--- config.mk ---
export PLATFORM = sky130hd
export DESIGN_NAME = cp0_unit
export DESIGN_NICKNAME = d
export VERILOG_FILES = /design/src/rtl/cp0_unit_pkg.sv /design/src/rtl/cp0_unit.sv
export SDC_FILE = /design/constraint.sdc
export NUM_CORES = 1
export LEC_CHECK = 0
export CORE_MARGIN = 3
export CORE_UTILIZATION = 47
export CTS_CLUSTER_DIAMETER = 120
export DETAILED_ROUTE_END_ITERATION = 10
export GPL_TIMING_DRIVEN = 0
export PLACE_DENSITY = 0.95
export SLEW_MARGIN = 20
export SYNTH_ARGS = -nofsm -noshare
export SYNTH_HDL_FRONTEND = slang
export SYNTH_SLANG_ARGS = --single-unit
--- constraint.sdc ---
create_clock -name clk -period 4.8 [get_ports clk]
set_input_delay 0.48 -clock clk [delete_from_list [all_inputs] [get_ports clk]]
set_output_delay 0.48 -clock clk [all_outputs]
set_load 0.01 [all_outputs]
--- src/rtl/cp0_unit_pkg.sv ---
// ============================================================================
//  Module      : cp0_unit_pkg
//  Description : Shared CP0 register numbers, field positions and codes.
//  Revision    : 1.0  initial release
// ============================================================================
`default_nettype none

package cp0_unit_pkg;

    localparam logic [4:0]  c_reg_sr    = 5'd12;
    localparam logic [4:0]  c_reg_cause = 5'd13;
    localparam logic [4:0]  c_reg_epc   = 5'd14;

    localparam int          c_sr_im_hi  = 15;
    localparam int          c_sr_im_lo  = 10;
    localparam int          c_sr_exl    = 1;
    localparam int          c_sr_ie     = 0;

    localparam int          c_cause_bd    = 31;
    localparam int          c_cause_ip_hi = 15;
    localparam int          c_cause_ip_lo = 10;
    localparam int          c_cause_ec_hi = 6;
    localparam int          c_cause_ec_lo = 2;

    localparam logic [31:0] c_ebase     = 32'h0000_4180;

    typedef enum logic [4:0] {
        EXC_INT  = 5'd0,
        EXC_ADEL = 5'd4,
        EXC_ADES = 5'd5,
        EXC_RI   = 5'd10,
        EXC_OV   = 5'd12
    } exc_code_e;

    function automatic logic [31:0] word_align(input logic [31:0] addr);
        return {addr[31:2], 2'b00};
    endfunction

endpackage

`default_nettype wire

--- src/rtl/cp0_unit.sv ---
// ============================================================================
//  Module      : cp0_unit
//  Description : CP0 with SR/Cause/EPC, interrupt/exception request and eret.
//  Revision    : 1.0  initial release
// ============================================================================
`default_nettype none

module cp0_unit
    import cp0_unit_pkg::*;
(
    input  logic        clk,
    input  logic        reset,
    input  logic [4:0]  A1,
    input  logic [4:0]  A2,
    input  logic [31:0] DIn,
    input  logic        WE,
    input  logic [31:0] VPC,
    input  logic        BDIn,
    input  logic [4:0]  ExcCodeIn,
    input  logic [5:0]  HWInt,
    input  logic        EXLClr,
    output logic [31:0] DOut,
    output logic        Req,
    output logic [31:0] EPCOut,
    output logic [31:0] EBase
);

    logic [5:0]  r_im;
    logic        r_exl;
    logic        r_ie;
    logic        r_bd;
    logic [5:0]  r_ip;
    logic [4:0]  r_exc;
    logic [31:0] r_epc;

    logic        w_int_req;
    logic        w_exc_req;
    logic [31:0] w_sr;
    logic [31:0] w_cause;
    logic        w_unused_vpc;

    // EXL masks both sources, so no nested entry is possible.
    assign w_int_req = (|(HWInt & r_im)) & r_ie & ~r_exl;
    assign w_exc_req = (ExcCodeIn != 5'd0) & ~r_exl;
    assign Req       = w_int_req | w_exc_req;

    assign EPCOut       = r_epc - 32'd4;
    assign EBase        = c_ebase;
    assign w_unused_vpc = ^VPC[1:0];

    always_ff @(posedge clk or negedge reset) begin
        if (!reset) begin
            r_im  <= '0;
            r_exl <= 1'b0;
            r_ie  <= 1'b0;
            r_bd  <= 1'b0;
            r_ip  <= '0;
            r_exc <= '0;
            r_epc <= '0;
        end else begin
            r_ip <= HWInt;
            if (Req) begin
                r_exl <= 1'b1;
                r_exc <= w_int_req ? 5'(EXC_INT) : ExcCodeIn;
                r_bd  <= BDIn;
                r_epc <= word_align(VPC) - (BDIn ? 32'd4 : 32'd0);
            end else begin
                if (EXLClr) begin
                    r_exl <= 1'b0;
                end
                // A simultaneous mtc0 to SR overrides the eret clear.
                if (WE && (A2 == c_reg_sr)) begin
                    r_im  <= DIn[c_sr_im_hi:c_sr_im_lo];
                    r_exl <= DIn[c_sr_exl];
                    r_ie  <= DIn[c_sr_ie];
                end
                if (WE && (A2 == c_reg_epc)) begin
                    r_epc <= word_align(DIn);
                end
            end
        end
    end

    always_comb begin
        w_sr                             = '0;
        w_sr[c_sr_im_hi:c_sr_im_lo]      = r_im;
        w_sr[c_sr_exl]                   = r_exl;
        w_sr[c_sr_ie]                    = r_ie;
        w_cause                          = '0;
        w_cause[c_cause_bd]              = r_bd;
        w_cause[c_cause_ip_hi:c_cause_ip_lo] = r_ip;
        w_cause[c_cause_ec_hi:c_cause_ec_lo] = r_exc;
    end

    always_comb begin
        DOut = '0;
        case (A1)
            c_reg_sr:    DOut = w_sr;
            c_reg_cause: DOut = w_cause;
            c_reg_epc:   DOut = r_epc;
            default:     DOut = '0;
        endcase
    end

endmodule

`default_nettype wire

### After elaboration in Yosys (flattened, before gate mapping)

Cells that the tools add are included.

* register bits: 52
* bits of input ports: 90
* output and inout port bits: 97
* word-level logic and storage cells: 36

* add/sub/neg operators: 2
* eq/ne operators: 5
* mux-type cells: 8
* bitwise gates (word level): 7
* reduce and logical (&&, ||, !) cells: 7

Operators by type and width (number)
* one-hot mux 32 bit (3 select lines): 1
* 2-to-1 mux 32 bit: 2
* subtractor 32 x 3 -> 32 bit: 1
* subtractor 32 x 3 -> 32 bit, second input constant: 1
* equality test 5 x 4 -> 1 bit, second input constant: 5
* AND 6 bit: 1
* OR reduction 6 bit: 1
* 2-to-1 mux 5 bit: 1
* nonzero test 5 bit: 1
* AND 1 bit: 3
* 2-to-1 mux 1 bit: 3
* 2-to-1 mux 3 bit: 1
* nonzero test 3 bit: 1
* logical AND 1 bit: 2
* NOT 1 bit: 2
* AND reduction 2 bit: 1
* nonzero test 2 bit: 1
* OR 1 bit: 1

### Longest topological paths before layout

Gate-level depths: netlist (run 1).

* depth after elaboration: 7
* gate-level depth with buffers: 8
* gate-level depth less buffers: 7

### Worst setup path before layout (run 1)

OpenSTA, ideal clock, no wires.

* path kind: register -> output
* from: reg r_epc[10]
* to: out EPCOut[26]
* data arrival time: 1976 ps
* required time: 4320 ps
* path slack: 2344 ps
* stages on the path, launching flop included: 6
* path buffers: 1
* path through: dfrtp_1 > or4_1 > nor3_2 > clkbuf_1 > nand4_1 > xnor2_1

* longest elaborated chain between the ends: 1

RTL lines
* start, declared: line cp0_unit.sv:34 `logic [31:0] r_epc;`
* start signal, assigned: line cp0_unit.sv:66 `r_epc <= word_align(VPC) - (BDIn ? 32'd4 : 32'd0);`
* start signal, assigned: line cp0_unit.sv:78 `r_epc <= word_align(DIn);`
* subtractor 32 x 3 -> 32 bit: line cp0_unit.sv:47 `assign EPCOut = r_epc - 32'd4;`
* end, declared: line cp0_unit.sv:24 `output logic [31:0] EPCOut,`

Every way passes these cells.

### Worst setup path after layout (run 1)

* from: reg r_epc[6]
* to: out EPCOut[31]

Same word-level chain as after synthesis.

==> reports/results.tsv, run 1 <==
stage	metric	value	unit
status	outcome	complete, no violations	
logic_synthesis	synth_enable_flop_cells	0	
setup_path	arrival	3490	ps
clock_network	numClockSinks	50	
routing	vias	4373	
placement	gp_congestion	0.921	
logic_synthesis	yosysWarnings	0	
placement	port_buffers	147	
setup_path	cp_data_required_time	4320	ps
logic_synthesis	synth_compound_area_share	12.5	%
clock_network	post_cts_resize_count	0	
pwr	seq_power_share	35.5	%
logic_synthesis	ys_seq_elements	50	
sta	worst_pin_slew	932	ps
setup_path	path_max_fanout	10	
logic_synthesis	async_flop_share	100	%
setup_path	r2r_end	r_epc[11]	
logic_synthesis	synth_fa_ha_area_share	0.881	%
pwr	p_clk_share	11.1	%
logic_synthesis	synth-simple-area-share	28.4	%
pwr	power_frac_comb	53.5	%
sta	max_slew_margin	37.3	%
clock_network	clkSlewWorstSetupHoldPaths	100	ps
cells_and_area	diodes	0	
logic_synthesis	synthCells	465	
clock_network	clock_path_buffers	2	
cells_and_area	final_area	6100	um2
min_path	hp-class	in -> async	
cells_and_area	drive_gt1_share	11.3	%
pwr	ir_drop	374	uV
pwr	power.switching	951	uW
sta	timing_max_transition_violations_final	0	
logic_synthesis	syn_area	4260	um2
global_route	grt.overflow.total	0	
routing	routed_wl	13300	um
setup_path	cp-start-kind	flip-flop	
routing	wl_per_cell	17.5	um
logic_synthesis	synthFlopType	dfrtp_1	
sta	skew	6.92	ps
pwr	leakagePower	0.00247	uW
die	die_w	101	um
die	die_area	10200	um2
clock_network	post-cts-setup-buffers	0	
global_route	antenna_found_initial	0	
routing	final_antenna_net_count	0	
die	die_h	101	um
cells_and_area	fin_nets	745	
setup_path	criticalPathCategory	reg -> out	
logic_synthesis	avgSynthCellArea	9.16	um2
logic_synthesis	synth_top_family_by_area	simple AND/OR/NAND/NOR gates	
clock_network	htreeDepth	2	
clock_network	clock_latency	310	ps
logic_synthesis	synth_area_leaders	dfrtp_1, mux2i_1, buf_4	
logic_synthesis	yosysMostFrequentCell	dfrtp_1	
logic_synthesis	netlist_top_cells_count	dfrtp_1, buf_4, mux2i_1	
setup_path	r2r-start	r_im[3]	
sta	worst_slack	833	ps
global_route	grt_usage	25.6	%
cells_and_area	fin_util	69.6	%
setup_path	end_kind	output port	
sta	rsz0062_at_grt	no	
placement	place_area	6000	um2
sta	fin_crit_sh	82.6	%
clock_network	cts_tree	built	
logic_synthesis	synth_top_area_share	29.4	%
clock_network	cts-root-buf	clkbuf_8	
clock_network	ctsHoldBuffers	0	
cells_and_area	area_growth_syn_to_layout	43.2	%
pwr	p_int	1410	uW
logic_synthesis	synth_top_area_cell	dfrtp_1	
die	rows	34	
setup_path	r2r_cells	5	
pwr	p_per_area	387	nW/um2
global_route	grt_pass1_wl	20700	um
pwr	power.total	2360	uW
die	start_util	48.6	%
clock_network	cts_made_buffers	5	
global_route	grt_start_max_net_pins	28	
routing	drcViolationCount	0	
logic_synthesis	ys_types	54	
routing	vias_per_cell	5.75	
logic_synthesis	ys_seq_area_share	29.4	%
sta	finalSetupViolations	0	
die	core_area	8760	um2
die	pin_count	187	
routing	drt-initial-drc-count	185	
placement	dpl_worst_slack	1210	ps
flow_run	drv_cap	0	
placement	dp_hpwl	10800	um
pwr	swShare	40.3	%
setup_path	r2r_slack	2470	ps
routing	dr.pass1.iters	4	
sta	setup_tns	0	ps
sta	fmax	0.252	GHz
sta	hold_viol_final	0	
sta	final.min_clock_period	3970	ps
logic_synthesis	synth_xor_area_share	8.02	%
setup_path	critPathLaunch	r_epc[6]	
global_route	grt_pass1_vias	4158	
logic_synthesis	synthMuxAreaShare	10.1	%
==> cells in the final DEF (no fill, tap or decap), types with 2 or more instances in the layout <==
cell	count
a21o_1	5
a22o_1	6
a22oi_1	3
a31oi_1	17
and2_1	18
and4_1	15
buf_4	35
clkbuf_1	25
clkbuf_8	9
clkdlybuf4s50_1	146
clkinv_2	2
conb_1	34
dfrtp_1	50
ha_1	3
inv_1	8
mux2_2	8
mux2i_1	34
nand2_1	17
nand3_1	8
nand3b_1	4
nand4_1	13
nand4b_1	4
nor2_1	17
nor3_1	10
nor3_2	2
nor3b_1	7
nor3b_2	2
nor4_1	25
nor4b_1	3
nor4b_2	2
o21ai_0	9
o31a_1	15
o31ai_1	10
o41ai_1	3
or3_1	5
or4_1	16
or4_4	2
or4b_1	4
xnor2_1	24
xor2_1	15
==> cells by family after synthesis <==
logic type / Yosys count
compound gates: 72
xor+xnor: 39
fa+ha+maj: 3
buf+inv: 74
flops: 50
mux: 42
other cells: 2
simple gates: 183
==> cell type report <==
| type | instances | area [um2] |
|---|---|---|
| multi-input cells | 373 | 2690 |
| fillers | 698 | 2660 |
| repair buffers | 148 | 1490 |
| flip-flops and latches | 50 | 1250 |
| plain buffers | 64 | 409 |
| well taps | 108 | 135 |
| clock buffers | 6 | 82.6 |
| inverters | 10 | 38.8 |
| clock inverters | 2 | 12.5 |
==> worst max path at each step <==
stage / slack, ps / endpoint / cells after the start
6_report: 830 / EPCOut[31] / 6
5_1_grt: 730 / EPCOut[31] / 6
4_1_cts: 880 / EPCOut[31] / 6
3_5_place_dp: 1210 / EPCOut[31] / 6
3_3_place_gp: 1290 / EPCOut[31] / 6
2_1_floorplan: 2340 / EPCOut[26] / 5
==> per-stage QoR <==
stage          instances  hold WS (ps)
6_report             761           151
4_1_cts              761           168
3_3_place_gp         752           464
5_1_grt              761           182
2_1_floorplan        497           184
3_5_place_dp         753           468
==> per-layer routing <==
| layer | wire [um] | GRT usage, % | share of wire [%] | vias to the layer above |
|---|---|---|---|---|
| met5 | 0 | 0 | 0 | - |
| met4 | 249 | 7.26 | 1.9 | 0 |
| met3 | 1140 | 4.13 | 8.5 | 19 |
| met2 | 6490 | 43.1 | 49 | 201 |
| met1 | 5420 | 34.0 | 41 | 2079 |
| li1 | - | - | - | 2074 |
==> power groups by stage <==
stage | Clock, uW | Combinational [uW] | Sequential [uW]
after floorplan | 0 | 736 | 756
after global placement | 0 | 1220 | 825
after detailed placement | 0 | 1260 | 838
after CTS | 267 | 1260 | 829
after global routing | 281 | 1370 | 864
final | 261 | 1260 | 836
==> worst max-delay path, stage by stage, from the launching register on <==
cell,delay [ps]
dfrtp_1,450
or4_1,590
nor4_1,730
clkbuf_1,440
nand4_1,180
xnor2_1,220
clkdlybuf4s50_1,560
==> flip-flops by register name, summed over array words and instances, names as in the netlist <==
signal	count
r_epc	30
r_im	6
r_ip	6
r_exc	5
r_bd	1
r_exl	1
r_ie	1
Note: power is estimated with default switching activity, not from simulation.
==> inputs of run 2 (changes only) <==
Settings changed: CORE_UTILIZATION 47 to 39, PLACE_DENSITY 0.95 to 0.89.
Clock period 4.8 ns to 3.38 ns, I/O delays scaled along.
==> run 2 against run 1 <==
Effect of this change: worst setup slack worse by 710 ps; sequential power up 45%; critical endpoint unchanged; flip-flop and latch count unchanged; highest routed layer unchanged.
==> reports/results.tsv, run 2 (synthesis gave the netlist of run 1 again) <==
stage	metric	value	unit
status	outcome	complete, no violations	
sta	worst_pin_slew	929	ps
routing	vias_per_cell	5.58	
setup_path	cp-start-kind	flip-flop	
clock_network	cts-root-buf	clkbuf_8	
die	core_area	10500	um2
cells_and_area	fin_nets	745	
cells_and_area	largest_reg_flops	30	
cells_and_area	top_regs	r_epc (30), r_im (6), r_ip (6)	
setup_path	critical_path.slowest_cell	or4_1	
clock_network	clkSlewWorstSetupHoldPaths	100	ps
die	pin_count	187	
clock_network	numClockSinks	50	
clock_network	ctsHoldBuffers	0	
setup_path	r2r-start	r_im[3]	
cells_and_area	area_growth_syn_to_layout	45.2	%
setup_path	criticalPathCategory	reg -> out	
setup_path	end_kind	output port	
pwr	ir_drop	319	uV
routing	drt-initial-drc-count	322	
setup_path	path_max_fanout	10	
setup_path	arrival	2920	ps
routing	final_antenna_net_count	0	
cells_and_area	diodes	0	
die	die_h	111	um
placement	dp_hpwl	11400	um
placement	port_buffers	147	
sta	max_slew_margin	38.1	%
sta	fin_crit_sh	96.5	%
sta	final.min_clock_period	3260	ps
routing	drcViolationCount	0	
clock_network	htreeDepth	2	
sta	worst_slack	120	ps
sta	fmax	0.307	GHz
flow_run	drv_cap	0	
die	die_area	12200	um2
clock_network	cts_tree	built	
pwr	p_per_area	553	nW/um2
global_route	grt_start_max_net_pins	29	
die	rows	37	
clock_network	cts_made_buffers	5	
clock_network	clock_latency	310	ps
global_route	antenna_found_initial	0	
setup_path	r2r_cells	5	
sta	skew	9.17	ps
routing	dr.pass1.iters	5	
setup_path	cp_data_required_time	3040	ps
routing	vias	4402	
global_route	grt_usage	21.8	%
setup_path	crit_path_max_incr_delay	660	ps
clock_network	post-cts-setup-buffers	0	
cells_and_area	drive_gt1_share	11.9	%
pwr	leakagePower	0.00250	uW
die	start_util	40.7	%
cells_and_area	largest_register	r_epc	
sta	finalSetupViolations	0	
routing	wl_per_cell	17.7	um
global_route	grt_pass1_wl	22100	um
placement	placed_cells	781	
placement	dpl_worst_slack	-20.2	ps
global_route	grt_pass1_vias	4416	
clock_network	clock_path_buffers	2	
placement	gp_congestion	0.862	
sta	hold_viol_final	0	
cells_and_area	final_common_cell	clkdlybuf4s50_1	
setup_path	r2r_end	r_exl	
sta	timing_max_transition_violations_final	0	
global_route	grt.overflow.total	0	
min_path	hp-class	in -> async	
die	die_w	111	um
clock_network	post_cts_resize_count	6	
routing	routed_wl	14000	um
cells_and_area	stdcell_count	789	
cells_and_area	fin_util	59.1	%
setup_path	path_cells	or4_1 -> nor4_4 -> clkbuf_4 -> nand4_1 -> xnor2_1 -> clkdlybuf4s50_1	
sta	setup_tns	0	ps
setup_path	r2r_slack	990	ps
cells_and_area	layout.cells.most_common_list	clkdlybuf4s50_1, dfrtp_1, buf_4, mux2i_1, conb_1	
run 2: metal layers:
layer | vias up | track usage [%] | part of all wire, %
met5 | - | 0 | 0
met1 | 2076 | 27.7 | 41
met4 | 0 | 7.88 | 3.1
met3 | 39 | 4.16 | 7.9
met2 | 209 | 36.9 | 47
li1 | 2078 | - | -
run 2: worst max-delay path: cells and delay by family (launching register included):
family / cells / cell delay (ps)
xor+xnor: 1 / 190
buf+inv: 2 / 860
flops: 1 / 460
simple gates: 3 / 1100
run 2: power by group:
group | switching, uW | leakage, uW | internal (uW)
clock | 229 | 0.0000506 | 155
sequential | 370 | 0.000587 | 845
combinational | 822 | 0.00186 | 999
total | 1420 | 0.00250 | 2000
run 2: through the flow:
stage / hold slack, ps / cell area [um2] / total power, uW
after floorplan: 42.4 / 4380 / 2120
after global routing: 30.8 / 6190 / 3630
final: 3.61 / 6190 / 3420
after detailed placement: 362 / 6040 / 2990
after CTS: 13.0 / 6170 / 3410
after global placement: 466 / 6020 / 2920
run 2: how the worst max path moves through the flow:
stage	start	slack, ps	endpoint	cells past startpoint
3_5_place_dp	r_epc[6]	-20	EPCOut[31]	6
3_3_place_gp	r_epc[6]	-40	EPCOut[31]	6
6_report	r_epc[6]	120	EPCOut[31]	6
5_1_grt	r_epc[10]	-8	EPCOut[30]	6
2_1_floorplan	r_epc[10]	1070	EPCOut[26]	5
4_1_cts	r_epc[10]	30	EPCOut[26]	6
run 2: layout make-up:
class | instances | area [um2]
fillers | 918 | 4280
multi-input cells | 373 | 2730
repair buffers | 148 | 1490
flip-flops and latches | 50 | 1250
plain buffers | 64 | 414
well taps | 136 | 170
clock buffers | 5 | 68.8
inverters | 10 | 38.8
clock inverters | 3 | 28.8
==> inputs of run 3 (changes only) <==
Settings changed: CAP_MARGIN from default to 40, TNS_END_PERCENT from default to 1.
==> run 3 against run 2 <==
Effect of this change: cell count grew 0.25%; the flow now finishes with violations (negative hold slack); die area is the same; clock skew grew 6.7 ps; cell area is essentially flat; clock power shrank 4%; largest power group unchanged; combinational power is essentially flat; maximum frequency shrank 1.0%; via count grew 0.45%.
==> reports/results.tsv, run 3 (synthesis gave the netlist of run 1 again) <==
stage	metric	value	unit
clock_network	cts_tree	built	
cells_and_area	top_regs	r_epc (30), r_im (6), r_ip (6)	
cells_and_area	largest_reg_flops	30	
routing	final_antenna_net_count	0	
setup_path	end_kind	output port	
pwr	seq_power_share	35.6	%
setup_path	path_max_fanout	10	
placement	gp_congestion	0.862	
die	pin_count	187	
routing	drt-initial-drc-count	320	
die	rows	37	
pwr	power.total	3400	uW
global_route	grt_usage	21.6	%
global_route	grt_pass1_vias	4370	
status	outcome	finished with violations	
min_path	hp-class	in -> async	
cells_and_area	largest_register	r_epc	
setup_path	criticalPathCategory	reg -> out	
pwr	leakagePower	0.00250	uW
cells_and_area	final_area	6180	um2
cells_and_area	stdcell_count	791	
sta	fin_crit_sh	97.5	%
pwr	ir_drop	329	uV
placement	placed_cells	782	
cells_and_area	area_growth_syn_to_layout	45.2	%
cells_and_area	fin_nets	747	
routing	vias_per_cell	5.59	
setup_path	cp-start-kind	flip-flop	
routing	vias	4422	
cells_and_area	drive_gt1_share	12.2	%
clock_network	cts_made_buffers	5	
routing	drcViolationCount	0	
sta	timing_max_transition_violations_final	0	
clock_network	clock_latency	310	ps
pwr	swShare	41.3	%
setup_path	cp_data_required_time	3040	ps
die	start_util	40.7	%
clock_network	ctsHoldBuffers	0	
sta	fin_worst_hold_slack	-2.27	ps
cells_and_area	diodes	0	
global_route	grt_start_max_net_pins	29	
setup_path	arrival	2960	ps
pwr	p_int	2000	uW
die	core_area	10500	um2
status	failed_checks	negative hold slack	
sta	skew	15.8	ps
pwr	p_clk_share	10.8	%
routing	routed_wl	13900	um
sta	hold_viol_final	1	
flow_run	drv_cap	0	
global_route	grt.overflow.total	0	
placement	place_area	6040	um2
global_route	grt_pass1_wl	21900	um
die	die_area	12200	um2
die	die_w	111	um
pwr	p_per_area	550	nW/um2
routing	dr.pass1.iters	5	
clock_network	clkSlewWorstSetupHoldPaths	110	ps
sta	final.min_clock_period	3290	ps
placement	port_buffers	147	
sta	max_slew_margin	47.7	%
pwr	power.switching	1410	uW
setup_path	cp.buffers_inverters	2	
clock_network	numClockSinks	50	
placement	dp_hpwl	11300	um
clock_network	cts-root-buf	clkbuf_8	
setup_path	critical_path.slowest_cell	or4_1	
cells_and_area	layout.cells.most_common_list	clkdlybuf4s50_1, dfrtp_1, buf_4, mux2i_1, conb_1	
die	die_h	111	um
clock_network	htreeDepth	2	
cells_and_area	final_common_cell	clkdlybuf4s50_1	
sta	finalSetupViolations	0	
sta	worst_pin_slew	785	ps
setup_path	critPathTopFamily	simple AND/OR/NAND/NOR gates	
setup_path	path_cells	or4_1 -> nor4_4 -> clkbuf_2 -> nand4_1 -> xnor2_1 -> clkdlybuf4s50_1	
sta	rsz0062_at_grt	no	
pwr	power_frac_comb	53.6	%
sta	fmax	0.304	GHz
setup_path	crit_path_max_incr_delay	620	ps
clock_network	clock_path_buffers	2	
routing	wl_per_cell	17.6	um
global_route	antenna_found_initial	0	
## run 3: layer usage
layer	wire length (um)	vias to the layer above	share of wire (%)	GRT usage, %
li1	-	2073	-	-
met1	5760	2099	41	27.4
met2	6770	225	49	37.5
met3	1140	25	8.1	4.00
met4	274	0	2.0	6.24
met5	0	-	0	0
## run 3: final cells by class
| class | count | area, um2 |
|---|---|---|
| Sequential cell | 50 | 1250 |
| Timing Repair Buffer | 150 | 1500 |
| Buffer | 64 | 412 |
| Multi-Input combinational cell | 373 | 2720 |
| Tap cell | 136 | 170 |
| Fill cell | 916 | 4280 |
| Inverter | 10 | 38.8 |
| Clock buffer | 5 | 68.8 |
| Clock inverter | 3 | 23.8 |
## run 3: power by group through the flow
stage	clock network, uW	registers [uW]	logic, uW
after detailed placement	0	1190	1800
after CTS	373	1190	1810
after floorplan	0	1070	1050
final	368	1210	1820
after global placement	0	1170	1750
after global routing	395	1250	1970
## run 3: metrics by stage
step / util [%] / setup WS [ps] / TNS (ps)
5_1_grt: 59.1 / 10.8 / 0
6_report: 59.1 / 85.4 / 0
3_3_place_gp: 57.6 / -41.8 / -41.8
4_1_cts: 58.8 / 18.2 / 0
3_5_place_dp: 57.7 / -38.1 / -38.1
2_1_floorplan: - / 1070 / 0
## run 3: worst register-to-register path: cells and delay by family, from the launching register on
family	cells	cell delay (ps)
buffers and inverters	1	590
AO/OA/AOI/OAI	2	680
AND/OR/NAND/NOR	1	280
flip-flops	1	410
multiplexers	1	270
## run 3: path summary, 6_finish.rpt
path,from,end,slack (ps),cells after the start
worst min register to register,r_exc[0],r_exc[0],500,1
worst max register to register,r_im[3],r_epc[8],1050,5
min in group clk,HWInt[5],r_ip[5],490,1
worst min-delay path,reset,r_exc[0],-2,1
max in group asynchronous,reset,r_epc[22],2830,2
worst max-delay path,r_epc[6],EPCOut[23],90,6
## run 3: what timing repair did
action                     4_1_cts  5_1_grt
gates cloned                     0        0
gates resized for setup          4        5
setup endpoints to repair       19       16
buffers inserted                 0        0
==> RTL change, RTL diff (config.mk and constraints of run 3) <==
Add an input register stage for `VPC`; this delays it by one clock. The other inputs are not delayed to match.
--- a/src/rtl/cp0_unit.sv
+++ b/src/rtl/cp0_unit.sv
@@ -25,6 +25,12 @@
     output logic [31:0] EBase
 );
 
+    logic [31:0] VPC_q;
+
+    always_ff @(posedge clk) begin
+        VPC_q <= VPC;
+    end
+
     logic [5:0]  r_im;
     logic        r_exl;
     logic        r_ie;
@@ -46,7 +52,7 @@
 
     assign EPCOut       = r_epc - 32'd4;
     assign EBase        = c_ebase;
-    assign w_unused_vpc = ^VPC[1:0];
+    assign w_unused_vpc = ^VPC_q[1:0];
 
     always_ff @(posedge clk or negedge reset) begin
         if (!reset) begin
@@ -63,7 +69,7 @@
                 r_exl <= 1'b1;
                 r_exc <= w_int_req ? 5'(EXC_INT) : ExcCodeIn;
                 r_bd  <= BDIn;
-                r_epc <= word_align(VPC) - (BDIn ? 32'd4 : 32'd0);
+                r_epc <= word_align(VPC_q) - (BDIn ? 32'd4 : 32'd0);
             end else begin
                 if (EXLClr) begin
                     r_exl <= 1'b0;
Check against the original RTL: not equivalent (a bounded check fails within 4 cycles, from zero or initial values and one cycle with reset low).
==> RTL change against run 3 <==
The flow finishes with violations (hold timing, setup timing). Total power grew 23%. Worst setup slack worse by 0.097 ns. Highest routed layer unchanged. Combinational power shrank 10%. Synthesized cell count decreased by 3.0%. Synthesized area up 5.4%. Critical path depth unchanged. Cell area rose by 7.7%. Routed wire length shrank 8.0%. Die area grew 5.1%. Fmax fell by 2.9%. Sequential cell count up 30. Clock skew is 0.0098 ns lower. First-iteration DRC count decreased by 25%.
==> RTL change: results (changes against run 3) <==
* # fillers at 899 (-1.9%)
* Tot GR Track Use at 0.194 (-0.0220)
* Root buf cell: clkbuf_16
* Fin. max-slew vios at 0 (unchanged)
* Sequential fraction of the synthesis area at 0.412 (+0.119)
* Worst Skew at 0.00598 ns (-0.00984 ns)
* Final Hold Viols at 1 (unchanged)
* Iter 0 DRT Violations at 240 (-25%)
* VDD IR-drop max at 0.255 mV (-23%)
* Synth warn at 0 (unchanged)
* Initial antenna violation count at 0 (unchanged)
* Layout cells sized above 1 at 0.144 (+0.0223)
* Hold WS at -0.000423 ns (+0.00185 ns)
* Synth top cells by count: mux2i_1 (57), dfrtp_1 (50), xor2_1 (46), buf_4 (34), dfxtp_1 (30)
* Gp weighted congestion at 0.893 (+3.6%)
* Reg2reg end: r_im[5]$_DFFE_PN0P_
* Latest clock arrival within the worst-skew pair at 0.33 ns (+0.02 ns)
* Nets at 739 (-1.1%)
* Buffers on Ports at 149 (+1.4%)
* Pleak at 3.01 nW (+20%)
* Synth top area cells: dfrtp_1 (28%), dfxtp_1 (13%), mux2i_1 (13%)
* Status: finished with violations
* Post-CTS Setup Repair Bufs at 0 (unchanged)
* Post-DP HPWL at 10.4 mm (-8.7%)
* Reg clk slew, reported paths at 0.06 ns (-0.05 ns)
* Reg2Reg Launch Point: r_im[3]$_DFFE_PN0P_
* Critical Path Slowest Stage Cell: or4_4
* Critical Path AT at 3.05 ns (+0.09 ns)
* Slew margin rel. at 0.465 (-0.0115)
* Final setup violation count at 2 (+2)
* Ant diodes at 0 (unchanged)
* Biggest regs: VPC_q (30), r_epc (30)
* Final worst slack at -0.0120 ns (-0.0974 ns)
* H-tree depth reported by CTS at 3 (+1)
* Final wirelength at 12.8 mm (-8.0%)
* Drt first pass iters at 6 (+1)
* Failing checks: hold timing, setup timing
* R2R Setup Slk at 0.82 ns (-0.23 ns)
* Vias in the first global route at 3,889 (-11%)
* Critical Path Start: r_epc[5]$_DFFE_PN0P_
* Placed cell area at 0.00630 mm2 (+4.3%)
* Setup TNS at -0.0238 ns (-0.0238 ns)
* Largest net degree at the start of global routing at 28 (-3.4%)
* Vias per inst at 4.98 (-11%)
* Top delay family on crit path: simple AND/OR/NAND/NOR gates
* R2R cell count at 5 (unchanged)
* First-pass GRT wire length at 19.5 mm (-11%)
* Slowest Stage Delay on Critical Path at 0.60 ns (-0.02 ns)
* Setup crit start kind: flip-flop
* Ys async rst share at 0.625 (-0.375)
* CP Max Fanout at 10 (unchanged)
* Inserted Clock Buffers at 9 (+4)
* Distinct cells, synth at 40 (-26%)
* CTS Buffer Depth at 2 (unchanged)
* Min-delay worst type: input pin to asynchronous set/reset pin
## RTL change: changes by cell type after synthesis, sizes merged, moves of 9 or more
cell | run 3 | this run
a31oi | 17 | 1
and4 | 15 | 0
clkbuf | 28 | 16
dfxtp | 0 | 30
mux2i | 34 | 57
nand4 | 14 | 5
nor3b | 9 | 0
nor4 | 25 | 12
o21ai | 9 | 23
o31a | 16 | 0
xnor2 | 24 | 6
xor2 | 15 | 46
## RTL change: worst reg2reg max path: stages (launching register included)
cell     delay [ns]
dfrtp_1        0.40
a22o_1         0.27
o31ai_2        0.47
a31oi_1        0.35
nor2_1         0.55
mux2_2         0.40
## RTL change: cell families (layout without fill, tap and decap cells)
| family | after synthesis | in the layout | share of synthesized area |
|---|---|---|---|
| other cells | 2 | 34 | 0.00167 |
| compound gates | 38 | 38 | 0.0530 |
| xor+xnor | 52 | 52 | 0.101 |
| fa+ha+maj | 3 | 3 | 0.00836 |
| simple gates | 145 | 145 | 0.187 |
| buf+inv | 66 | 234 | 0.0889 |
| mux | 65 | 65 | 0.147 |
| flops | 80 | 80 | 0.412 |
## RTL change: cell type report
cell class	count	share of cell area
multi-input cells	337	0.363
flip-flops and latches	80	0.278
repair buffers	153	0.228
plain buffers	53	0.0526
clock buffers	9	0.0338
well taps	140	0.0263
clock inverters	7	0.0118
inverters	12	0.00676
## RTL change: worst max-delay path by stage
stage	end	slack [ns]	depth (start not counted)
2_1_floorplan	EPCOut[31]	0.65	7
3_3_place_gp	EPCOut[31]	0.03	7
3_5_place_dp	EPCOut[31]	0.001	7
4_1_cts	EPCOut[27]	-0.04	7
5_1_grt	EPCOut[29]	-0.06	7
6_report	EPCOut[21]	-0.01	6
## RTL change: where the power goes
group | internal (W) | switching [W]
Combinational | 0.000889 | 0.000743
Clock | 0.000581 | 0.000393
Sequential | 0.00122 | 0.000348
Total | 0.00269 | 0.00148
## RTL change: through the flow
step	power (W)	util	worst slack, ns	std cells	hold WS [ns]
2_1_floorplan	0.00235	-	0.654	483	0.0424
3_3_place_gp	0.00315	0.569	0.0299	772	0.493
3_5_place_dp	0.00320	0.571	0.00123	775	0.365
4_1_cts	0.00419	0.602	-0.0442	790	0.0113
5_1_grt	0.00440	0.604	-0.0645	791	0.0327
6_report	0.00418	0.604	-0.0120	791	-0.000423
## RTL change: per-layer routing
metal	vias up	global-route usage	routed length [um]
li1	1899	-	-
met1	1831	0.227	5130
met2	179	0.342	6340
met3	30	0.0417	927
met4	0	0.0841	421
met5	-	0	0
## RTL change: timing repair
item / in CTS / in global routing
endpoints found under the setup margin: 13 / 12
cloned: 0 / 0
endpoints found under the hold margin: 0 / 0
resized for setup: 19 / 7
pin swaps: 1 / 1
